==> config.mk <==
export PLATFORM = sky130hd
export DESIGN_NAME = tl_lane_queue
export DESIGN_NICKNAME = d
export VERILOG_FILES = /design/src/rtl/tl_pkg.sv /design/src/rtl/tl_lane_queue.sv
export SDC_FILE = /design/constraint.sdc
export NUM_CORES = 1
export LEC_CHECK = 0
export BUFFER_PORTS_ARGS = -buffer_cell sky130_fd_sc_hd__clkbuf_2
export CORE_AREA = 2 2 39 41
export DETAILED_ROUTE_END_ITERATION = 12
export DIE_AREA = 0 0 41 43
export PLACE_DENSITY = 0.54
export SYNTH_ARGS = -nofsm -noshare
export SYNTH_HDL_FRONTEND = slang
export SYNTH_SLANG_ARGS = --single-unit
==> constraint.sdc <==
create_clock -name clk -period 3.3 [get_ports clk]
set_input_delay 0.66 -clock clk [delete_from_list [all_inputs] [get_ports clk]]
set_output_delay 0.66 -clock clk [all_outputs]
set_load 0.005 [all_outputs]
==> src/rtl/tl_pkg.sv <==
// Shared definitions for the intersection model.
// Holds the controller's light codes, the lane index constants used to
// address the per-lane vectors (dep, lane arrays), and the helper that
// decides whether a light change is a legal step of the controller cycle.
package tl_pkg;

  localparam logic [1:0] GREEN  = 2'b00;
  localparam logic [1:0] YELLOW = 2'b01;
  localparam logic [1:0] LEFT   = 2'b10;
  localparam logic [1:0] RED    = 2'b11;

  localparam int LANE_A  = 0;
  localparam int LANE_AL = 1;
  localparam int LANE_B  = 2;
  localparam int LANE_BL = 3;

  // Holding a code is always fine; otherwise only the controller's own
  // successor steps are accepted.
  function automatic logic seq_legal(input logic [1:0] prev_code,
                                     input logic [1:0] cur_code);
    logic ok;
    ok = 1'b0;
    if (prev_code == cur_code) begin
      ok = 1'b1;
    end else begin
      case (prev_code)
        GREEN:   ok = (cur_code == YELLOW);
        YELLOW:  ok = (cur_code == LEFT) || (cur_code == RED);
        LEFT:    ok = (cur_code == YELLOW);
        RED:     ok = (cur_code == GREEN);
        default: ok = 1'b0;
      endcase
    end
    return ok;
  endfunction

endpackage

==> src/rtl/tl_lane_queue.sv <==
// One traffic lane: saturating car counter, departure pacing timer,
// sensor decode, departure pulse and sticky overflow.
// Ports:
//   clk, reset_n  : clock, asynchronous active-low reset
//   en_i          : lane has a go light this cycle
//   arr_i         : one-cycle car arrival pulse
//   q_o           : registered queue occupancy
//   t_o           : sensor, high while the registered count is non-zero
//   dep_o         : one-cycle pulse in the cycle after a car leaves
//   ovf_o         : sticky, an arrival was dropped because the queue was full
module tl_lane_queue
  import tl_pkg::*;
#(
  parameter int QW           = 4,
  parameter int DEP_INTERVAL = 2
) (
  input  logic          clk,
  input  logic          reset_n,
  input  logic          en_i,
  input  logic          arr_i,
  output logic [QW-1:0] q_o,
  output logic          t_o,
  output logic          dep_o,
  output logic          ovf_o
);

  localparam int TW = (DEP_INTERVAL > 1) ? $clog2(DEP_INTERVAL) : 1;
  localparam logic [TW-1:0] TMAX   = TW'(DEP_INTERVAL - 1);
  localparam logic [QW-1:0] Q_FULL = {QW{1'b1}};
  localparam logic [QW-1:0] Q_ZERO = {QW{1'b0}};

  logic [QW-1:0] q_q, q_d;
  logic [TW-1:0] timer_q, timer_d;
  logic          dep_q, dep_d;
  logic          ovf_q, ovf_d;
  logic          busy_s;
  logic          fire_s;

  // Next-state for count, pacing timer, departure pulse and overflow flag.
  always_comb begin
    busy_s  = en_i && (q_q != Q_ZERO);
    fire_s  = busy_s && (timer_q == TMAX);
    q_d     = q_q;
    timer_d = timer_q;
    ovf_d   = ovf_q;
    dep_d   = fire_s;

    // Arrival and departure together cancel; a lone arrival at full is dropped.
    if (arr_i && !fire_s) begin
      if (q_q == Q_FULL) begin
        ovf_d = 1'b1;
      end else begin
        q_d = q_q + {{(QW-1){1'b0}}, 1'b1};
      end
    end else if (fire_s && !arr_i) begin
      q_d = q_q - {{(QW-1){1'b0}}, 1'b1};
    end else begin
      q_d = q_q;
    end

    // A partial count is discarded as soon as the lane stops being served.
    if (!busy_s || fire_s) begin
      timer_d = {TW{1'b0}};
    end else begin
      timer_d = timer_q + {{(TW-1){1'b0}}, 1'b1};
    end
  end

  // Lane state registers.
  always_ff @(posedge clk or negedge reset_n) begin
    if (!reset_n) begin
      q_q     <= Q_ZERO;
      timer_q <= {TW{1'b0}};
      dep_q   <= 1'b0;
      ovf_q   <= 1'b0;
    end else begin
      q_q     <= q_d;
      timer_q <= timer_d;
      dep_q   <= dep_d;
      ovf_q   <= ovf_d;
    end
  end

  assign q_o   = q_q;
  assign t_o   = (q_q != Q_ZERO);
  assign dep_o = dep_q;
  assign ovf_o = ovf_q;

endmodule

# After elaboration in Yosys (flattened, before gate mapping)

Cells that the tools add are included.

Register bits: 7
Output and inout port bits: 7

Add/subtract/negate cells: 3
Equal/unequal tests: 2
Muxes and demuxes: 4
Reduce and logical (&&, ||, !) cells: 12

Operator list:

| cell                                              | number |
|---|---|
| 2-to-1 mux 4 bit                                  | 3 |
| adder 4 x 1 -> 4 bit (second input constant)      | 1 |
| == test 4 bit (second input constant)             | 1 |
| logical AND 1 bit                                 | 4 |
| AND reduction 2 bit                               | 2 |
| nonzero test 4 bit                                | 1 |
| subtractor 4 x 1 -> 4 bit (second input constant) | 1 |
| zero test 1 bit                                   | 3 |
| != test 2 bit (second input constant)             | 1 |
| nonzero test 2 bit                                | 1 |
| adder 1 bit (second input constant)               | 1 |
| logical OR 1 bit                                  | 1 |
| 2-to-1 mux 1 bit                                  | 1 |

# Logic depth before layout (Yosys ltp)

Gate-level depths: netlist of the first run.

Depth in word-level cells: 7
Gate-level depth with buffers: 7
Mapped depth without buffers: 7

# Least setup slack after synthesis of the first run

OpenSTA, ideal clock, no wires.

Path kind: reg2reg
Start point: reg q_q[0], in the netlist q_o[0]
End point: reg q_q[3], in the netlist q_o[3]
Library setup time: 0.079 ns
Data arrival time: 2.258 ns
Slack: 0.962 ns
Stages on the path, launching flop included: 8
Buffers on the path: 0
Clock period less this slack: 2.338 ns
Path through: dfrtp_1 -> nor4_2 -> o21ai_0 -> ha_1 -> a21o_2 -> a21oi_1 -> mux2i_1 -> xor2_1

Longest elaborated chain between the ends: 7

RTL lines:

| element                                                              | RTL line            | source |
|---|---|---|
| start, declared                                                      | tl_lane_queue.sv:32 | `logic [QW-1:0] q_q, q_d;` |
| start signal, assigned                                               | tl_lane_queue.sv:77 | `q_q <= q_d;` |
| nonzero test 4 bit                                                   | tl_lane_queue.sv:41 | `busy_s = en_i && (q_q != Q_ZERO);` |
| logical AND 1 bit                                                    | tl_lane_queue.sv:41 |  |
| logical AND 1 bit                                                    | tl_lane_queue.sv:42 | `fire_s = busy_s && (timer_q == TMAX);` |
| zero test 1 bit                                                      | tl_lane_queue.sv:49 | `if (arr_i && !fire_s) begin` |
| logical AND 1 bit                                                    | tl_lane_queue.sv:49 |  |
| != test 2 bit (no source line) or nonzero test 2 bit (tied branches) | n/a                 |  |
| AND reduction 2 bit (no source line)                                 | n/a                 |  |

Parallel ways exist; a longest one is shown, timed or not. The select of a mux whose other input is x is not followed.
A chain may end at the register's enable or synchronous reset.

# Worst setup path after layout of the first run

Same ends and word-level chain as after synthesis.

==> impl_metrics.ini, run 1 <==
[timing]
setup_tns_ps = 0
fin_skew_ps = 1.034
hold_slack_ps = 234.0
worst_pin_slew_ps = 812.7
hold_violations = 0
drv_slew = 0
fmax_mhz = 383.3
grt_setup_unrepaired = no
min_period_ps = 2609
fin_crit_sh_pct = 79.07
setup_viol = 0
worst_slew_margin_rel_pct = 45.25

[min_path]
min_path_type = in2async

[routing]
routed.top_layer = met4
postRouteAntennaNets = 0
wl_um = 779
dr.first_iter.drc_count = 5
wire_per_inst_um = 11.80
via_count = 309
vias_per_cell = 4.682
drtPass1Iterations = 3
dr_wl_met2_um = 353
dr_wl_met3_um = 37
m1WireLength_um = 368
remaining_drc_errors = 0

[clock_tree]
clk_latency_ps = 250
cts_buffers = 3
cts_sinks = 7
post_cts_resized = 0
h-tree-depth = 1
ctsLongestPathBuffers = 2
cts_tree = done
clk_pin_slew_ps = 50
hold_buffers = 0
cts_setup_buffers = 0
cts-root-buf = clkbuf_4

[placement]
portBuffers = 10
dp_hpwl_um = 614
routabilityCongestion = 0.7534

[grt]
grt_pass1_wl_mm = 1.386
grt-ovfl-total = 0
grt_max_degree = 8
first_global_vias = 310
grt_usage_pct = 12.22
antenna_found_initial = 0

[critical_path]
rr_worst_depth = 7
critPathMaxFanout = 6
arrival_ps = 2790
path_cells = nor4_2 > o21ai_0 > ha_1 > a21o_2 > a21oi_1 > mux2i_1 > xor2_1
end_kind = flip-flop
crit_type = reg2reg
worst_r2r_endpoint = q_o[3]
timing.rr.start = q_o[0]
required_ps = 3480
cpMaxStageDelayCell = nor4_2
rrSetupSlack_ps = 690
max_stage_delay_ps = 490
start_kind = flip-flop

[yosys]
yosysMostFrequentCell = dfrtp_1
ys_async_sr_fraction_pct = 100.0
synth_area_um2 = 394.1
synth_fp_nets = 43
synth_area_leaders = dfrtp_1, mux2i_1, ha_1
yosys.cell_types.count = 18
synthTopCellsByCount = dfrtp_1, mux2i_1, a21oi_1, inv_1
avgSynthCellArea_um2 = 10.95
synth-seq-cells = 7
synth-edff-count = 0
seq_area_frac_synth_pct = 44.44
synth_top_area_share_pct = 44.44
yosys.area.top_type = dfrtp_1
syn_inst = 36
ys.warnings.count = 0
ys.flop_type = dfrtp_1

[die]
num_io_pins = 11
die_w_um = 41
floorplan.initialDensity_pct = 28.48
rows = 14
die_h_um = 43
core_mm2 = 0.001384
die_area_mm2 = 0.001763

[run]
max_cap_violations = 0

[pwr]
vdd_drop_max_uv = 252.6
p_leak_nw = 0.2375
power_density_mw_per_mm2 = 897.9

[finish]
syn_to_final_growth_pct = 24.44
layout-drive-gt1-share_pct = 32.00
nFillCells = 141
nets = 58
n_antenna_cell = 0

[run_status]
status = completed
## where the power goes
group | total [mW] | switching [mW] | internal (mW)
clock network | 0.0800 | 0.0337 | 0.0463
logic | 0.188 | 0.0877 | 0.100
registers | 0.172 | 0.0507 | 0.122
total | 0.440 | 0.172 | 0.268
## through the flow
stage	utilization [%]	power [mW]	setup WS, ps	instances	cell area, um^2
floorplan	-	0.2993	962.3	36	394.1
global route	35.44	0.4870	471.1	66	490.5
detailed placement	33.54	0.3649	567.5	62	464.2
CTS	35.44	0.4469	676.6	66	490.5
global placement	33.54	0.3600	614.8	62	464.2
finish	35.44	0.4404	690.8	66	490.5
## how the worst max path moves through the flow
stage / startpoint / end / slack [ps] / cells after the start
after floorplan: q_o[0] / q_o[3] / 960 / 7
after global placement: en_i / q_o[3] / 610 / 8
after detailed placement: en_i / q_o[3] / 570 / 8
after CTS: q_o[0] / q_o[3] / 680 / 7
after global routing: q_o[0] / q_o[3] / 470 / 7
final: q_o[0] / q_o[3] / 690 / 7
## critical path: cells and delay by family, from the launching register on
kind,cells,cell delay [ps]
AO/OA/AOI/OAI,3,790
XOR/XNOR,1,160
AND/OR/NAND/NOR,1,490
adder cells (fa/ha/maj),1,400
multiplexers,1,230
flip-flops,1,460
## registers in the layout, indices dropped and copies added, names as in the netlist
| name | flops |
|---|---|
| dep_o | 1 |
| ovf_o | 1 |
| q_o | 4 |
| timer_q | 1 |
## cell type report
type	count	area [um^2]	area share (%)
multi-input combinational	26	207.7	42.35
sequential	7	175.2	35.71
timing repair buffer	10	50.05	10.20
clock buffer	4	26.28	5.357
tap	16	20.02	4.082
inverter	3	11.26	2.296
## metal layers
| metal | global-route usage [%] | vias to the layer above |
|---|---|---|
| li1 | - | 157 |
| met5 | 0 | - |
| met1 | 13.77 | 139 |
| met4 | 10.00 | 0 |
| met3 | 4.712 | 2 |
| met2 | 17.19 | 11 |
## layout by cell type (no fill, tap or decap), types with 2 or more instances in the layout
cell,netlist,layout
clkbuf_2,0,10
dfrtp_1,7,7
mux2i_1,4,4
inv_1,3,3
a21oi_1,3,3
clkbuf_4,0,3
nand2_1,2,2
nor2_1,2,2
xor2_1,2,2
a31oi_1,2,2
ha_1,2,2
## cells by family (layout without fill, tap and decap cells)
group | Yosys count | after routing | share of synthesized area, %
AO/OA/AOI/OAI | 10 | 10 | 16.19
flip-flops | 7 | 7 | 44.44
AND/OR/NAND/NOR | 7 | 7 | 10.48
multiplexers | 4 | 4 | 10.16
adder cells (fa/ha/maj) | 3 | 3 | 11.43
buffers and inverters | 3 | 17 | 2.857
XOR/XNOR | 2 | 2 | 4.445
Power figures use the tool's default switching activity.
==> inputs of run 2 (changes only) <==
--- a/config.mk
+++ b/config.mk
@@ -9,7 +9,7 @@
 export CORE_AREA = 2 2 39 41
 export DETAILED_ROUTE_END_ITERATION = 12
 export DIE_AREA = 0 0 41 43
-export PLACE_DENSITY = 0.54
+export PLACE_DENSITY = 0.56
 export SYNTH_ARGS = -nofsm -noshare
 export SYNTH_HDL_FRONTEND = slang
 export SYNTH_SLANG_ARGS = --single-unit
==> constraint.sdc (replaced) <==
create_clock -name clk -period 2.1 [get_ports clk]
set_input_delay 0.42 -clock clk [delete_from_list [all_inputs] [get_ports clk]]
set_output_delay 0.42 -clock clk [all_outputs]
set_load 0.005 [all_outputs]
==> run 2 against run 1 <==
  * First-iteration DRC count decreased by 40%
  * Sequential cell count unchanged
  * Worst hold slack better by 140 ps
  * Critical path type unchanged
  * Highest routed layer is now met3
==> impl_metrics.ini, run 2 (same netlist as run 1, synthesis figures left out) <==
[run_status]
status = completed

[clock_tree]
cts_sinks = 7
clk_latency_ps = 250
cts_setup_buffers = 0
h-tree-depth = 1
cts_tree = done
cts_buffers = 3
clk_pin_slew_ps = 50
cts-root-buf = clkbuf_4
ctsLongestPathBuffers = 2

[min_path]
min_path_type = in2reg
holdPathEnd = timer_q
min_path_cells = 3
hp-start = en_i

[critical_path]
start_kind = flip-flop
required_ps = 2270
critPathMaxFanout = 2
rr_worst_depth = 7
max_stage_delay_ps = 400
path_cells = nor4_4 > o21ai_2 > ha_1 > a21o_2 > a21oi_2 > mux2i_1 > xor2_1
crit_buf_inv = 0
path_delay_family = compound AO/OA/AOI/OAI gates
worst_r2r_endpoint = q_o[3]
cpMaxStageDelayCell = dfrtp_1
end_kind = flip-flop
timing.rr.start = q_o[0]
arrival_ps = 2090
rrSetupSlack_ps = 180
crit_type = reg2reg
crit_cells = 7

[finish]
layout-drive-gt1-share_pct = 41.07
n_antenna_cell = 0
nFillCells = 148
syn_to_final_growth_pct = 40.64
nets = 64
final_common_cell = clkbuf_2
largest_reg_flops = 4
layout_common_cells = clkbuf_2, dfrtp_1, buf_4
multi_input_area_um2 = 224.0
seqCellArea_um2 = 175.2

[die]
rows = 14
num_io_pins = 11
die_w_um = 41
die_h_um = 43
die_area_mm2 = 0.001763
core_mm2 = 0.001384
floorplan.initialDensity_pct = 28.48

[grt]
grt_pass1_wl_mm = 1.255
antenna_found_initial = 0
first_global_vias = 309
grt_usage_pct = 11.21
grt-ovfl-total = 0
grt_max_degree = 8

[placement]
pre_cts_ws_ps = 105.4
dp_hpwl_um = 634.1
portBuffers = 10
routabilityCongestion = 0.7401

[timing]
grt_setup_unrepaired = no
worst_slew_margin_rel_pct = 81.73
setup_tns_ps = 0
drv_slew = 0
min_period_ps = 1924
fmax_mhz = 519.8
worst_pin_slew_ps = 272.8
hold_violations = 0
setup_viol = 0
fin_skew_ps = 4.199
fin_crit_sh_pct = 91.62
setup_ws_ps = 176.0
hold_slack_ps = 375.6

[run]
max_cap_violations = 0

[routing]
drtPass1Iterations = 4
vias_per_cell = 4.806
dr.first_iter.drc_count = 3
postRouteAntennaNets = 0
via_count = 346
remaining_drc_errors = 0
wire_per_inst_um = 11.42
wl_um = 822

[pwr]
vdd_drop_max_uv = 640.9
p_leak_nw = 0.2692
power_density_mw_per_mm2 = 1397
==> run 2: layer usage <==
layer  global-route usage, %  share of wire, %  wire length (um)  up-vias
li1                        -                 -                 -      171
met1                   13.77                45               369      162
met2                   15.94                46               375       13
met3                   7.853               9.4                77        0
met4                   2.000                 0                 0        0
met5                       0                 0                 0        -
==> run 2: layout make-up <==
type,instances,share of cell area [%]
multi-input cells,26,40.41
flip-flops and latches,7,31.60
repair buffers,16,17.61
clock buffers,4,4.740
well taps,16,3.612
inverters,3,2.032
==> run 2: worst register-to-register path, delay by kind of cell, from the launching register on <==
| kind | cells | cell delay (ps) |
|---|---|---|
| and+or+nand+nor | 1 | 310 |
| DFF | 1 | 400 |
| xor gates and xnor gates | 1 | 170 |
| muxes | 1 | 220 |
| AOI/OAI and AO/OA | 3 | 470 |
| adders and majority gates | 1 | 270 |
==> run 2: metrics by stage <==
stage / utilization [%] / total power, mW / std cells / instance area [um^2]
floorplan: - / 0.4890 / 36 / 406.6
global placement: 37.16 / 0.6489 / 67 / 514.2
detailed placement: 37.16 / 0.6519 / 67 / 514.2
CTS: 39.78 / 0.7826 / 72 / 550.5
global route: 40.05 / 0.8512 / 72 / 554.3
finish: 40.05 / 0.7745 / 72 / 554.3
==> run 2: worst max path at each step <==
stage / start / endpoint / slack, ps
floorplan: q_o[0] / q_o[3] / 4
global placement: q_o[3] / q_o[3] / 120
detailed placement: q_o[3] / q_o[3] / 110
CTS: q_o[3] / q_o[3] / 90
global route: q_o[0] / q_o[3] / 20
finish: q_o[0] / q_o[3] / 180
==> run 2: what timing repair did <==
action	in CTS	in global routing
gates resized for setup	0	1
setup endpoints to repair	0	1
endpoints found under the hold margin	7	0
hold buffers	1	0
==> run 2: power by group <==
part | switching, mW | internal [mW] | leakage [nW] | total, mW
clock | 0.0473 | 0.0724 | 0.0150 | 0.120
sequential | 0.0557 | 0.192 | 0.0811 | 0.247
combinational | 0.196 | 0.211 | 0.173 | 0.408
total | 0.299 | 0.475 | 0.269 | 0.774
==> inputs of run 3 (changes only) <==
--- a/config.mk
+++ b/config.mk
@@ -6,9 +6,11 @@
 export NUM_CORES = 1
 export LEC_CHECK = 0
 export BUFFER_PORTS_ARGS = -buffer_cell sky130_fd_sc_hd__clkbuf_2
+export CAP_MARGIN = 10
 export CORE_AREA = 2 2 39 41
 export DETAILED_ROUTE_END_ITERATION = 12
 export DIE_AREA = 0 0 41 43
+export GPL_TIMING_DRIVEN = 0
 export PLACE_DENSITY = 0.56
 export SYNTH_ARGS = -nofsm -noshare
 export SYNTH_HDL_FRONTEND = slang
==> constraint.sdc (replaced) <==
create_clock -name clk -period 1.7 [get_ports clk]
set_input_delay 0.34 -clock clk [delete_from_list [all_inputs] [get_ports clk]]
set_output_delay 0.34 -clock clk [all_outputs]
set_load 0.005 [all_outputs]
==> run 3 against run 2 <==
  * The flow now finishes with violations (negative setup slack)
  * Final area up 11%
  * Clock-buffer cell count unchanged
  * Worst hold slack worse by 88 ps
  * Critical path depth unchanged
  * Sequential share of layout area down 2.3 points
  * Routed wire length up 14%
  * Total power up 40%
  * Sequential cell count unchanged
==> impl_metrics.ini, run 3 (same netlist as run 1, synthesis figures left out) <==
[run_status]
status = finished with violations
failed_checks = negative setup slack

[grt]
antenna_found_initial = 0
grt-ovfl-total = 0
first_global_vias = 343
grt_pass1_wl_mm = 1.428
grt_max_degree = 8
grt_usage_pct = 12.71

[finish]
seqCellArea_um2 = 180.2
final_common_cell = clkbuf_2
layout_common_cells = clkbuf_2, buf_4, mux2i_1, dfrtp_2
n_antenna_cell = 0
multi_input_area_um2 = 272.8
syn_to_final_growth_pct = 56.19
largest_reg_flops = 4
nets = 65
layout-drive-gt1-share_pct = 56.14
nFillCells = 141

[clock_tree]
cts-root-buf = clkbuf_4
ctsLongestPathBuffers = 2
cts_tree = done
cts_buffers = 3
cts_sinks = 7
h-tree-depth = 1
clk_pin_slew_ps = 60
clk_latency_ps = 260

[run]
max_cap_violations = 0

[routing]
drtPass1Iterations = 3
wire_per_inst_um = 12.88
remaining_drc_errors = 0
postRouteAntennaNets = 0
vias_per_cell = 5.082
via_count = 371
wl_um = 940
dr.first_iter.drc_count = 8

[placement]
portBuffers = 10
routabilityCongestion = 0.7269
pre_cts_ws_ps = -471.9
dp_hpwl_um = 599.3

[timing]
fmax_mhz = 532.9
hold_violations = 0
setup_viol = 3
setup_ws_ps = -176.5
fin_crit_sh_pct = 110.4
min_period_ps = 1876
fin_skew_ps = 2.635
worst_pin_slew_ps = 317.5
worst_slew_margin_rel_pct = 78.74
drv_slew = 0
grt_setup_unrepaired = yes
setup_tns_ps = -471.6

[pwr]
vdd_drop_max_uv = 741.6
p_leak_nw = 0.2747
power_density_mw_per_mm2 = 1761

[die]
rows = 14
die_area_mm2 = 0.001763
die_h_um = 43
core_mm2 = 0.001384
num_io_pins = 11
die_w_um = 41
floorplan.initialDensity_pct = 28.48

[critical_path]
path_cells = nor4_4 > o21ai_4 > ha_4 > a21o_4 > a21oi_4 > mux2i_1 > xor2_1
cpMaxStageDelayCell = dfrtp_2
required_ps = 1880
end_kind = flip-flop
crit_type = reg2reg
start_kind = flip-flop
critPathMaxFanout = 3
arrival_ps = 2050
max_stage_delay_ps = 420

[min_path]
min_path_type = in2reg
[run 3: changes by cell type in the layout (fill, tap and decap cells not counted), sizes merged]
cell and change:
buf +1
[run 3: path summary, 6_finish.rpt]
path,cells after the start,start,slack [ps],to
min reg2reg,1,timer_q,430,timer_q
max in group asynchronous,2,reset_n,1060,q_o[2]
max reg2reg,7,q_o[3],-180,q_o[3]
min,3,en_i,290,timer_q
min in group asynchronous,2,reset_n,460,dep_o
max,7,q_o[3],-180,q_o[3]
[run 3: power breakdown]
part           internal (mW)  switching, mW  leakage [nW]  total (mW)
Clock                 0.0900         0.0684        0.0150       0.158
Combinational          0.317          0.258         0.182       0.575
Sequential             0.246          0.105        0.0774       0.351
Total                  0.653          0.431         0.275        1.08
[run 3: repair_timing]
action                                  in CTS  in global routing
hold endpoints to repair                     7                  0
endpoints found under the setup margin       4                  4
hold buffers                                 1                  0
gates cloned                                 0                  0
gates resized for setup                      5                  5
setup buffers                                6                  0
pin swaps                                    6                  4
[run 3: worst max-delay path, delay by kind of cell (launching register included)]
family	cells	cell delay [ps]
AND/OR/NAND/NOR	1	350
multiplexers	1	220
adder cells (fa/ha/maj)	1	220
XOR/XNOR	1	160
AO/OA/AOI/OAI	3	430
flip-flops	1	420
[run 3: routing by layer]
metal | vias up | share of wire (%) | GRT usage [%] | wire length (um)
li1 | 174 | - | - | -
met1 | 181 | 42 | 15.03 | 398
met2 | 12 | 49 | 18.44 | 463
met3 | 4 | 6.1 | 4.712 | 57
met4 | 0 | 2.2 | 8.000 | 21
met5 | - | 0 | 0 | 0
[run 3: final cells by class]
| class | instances | share of cell area [%] |
|---|---|---|
| multi-input combinational | 26 | 44.31 |
| sequential | 7 | 29.27 |
| timing repair buffer | 17 | 17.07 |
| clock buffer | 4 | 4.268 |
| tap | 16 | 3.252 |
| inverter | 3 | 1.829 |
[run 3: through the flow]
step	hold WS, ps	cells	power, mW	instance area (um^2)	utilization (%)
after floorplan	44.41	36	0.6204	411.6	-
after global placement	186.8	62	0.7403	481.7	34.81
after detailed placement	189.1	62	0.7499	481.7	34.81
after CTS	282.2	73	0.9930	575.6	41.59
after global routing	309.6	73	1.170	615.6	44.48
final	287.8	73	1.084	615.6	44.48
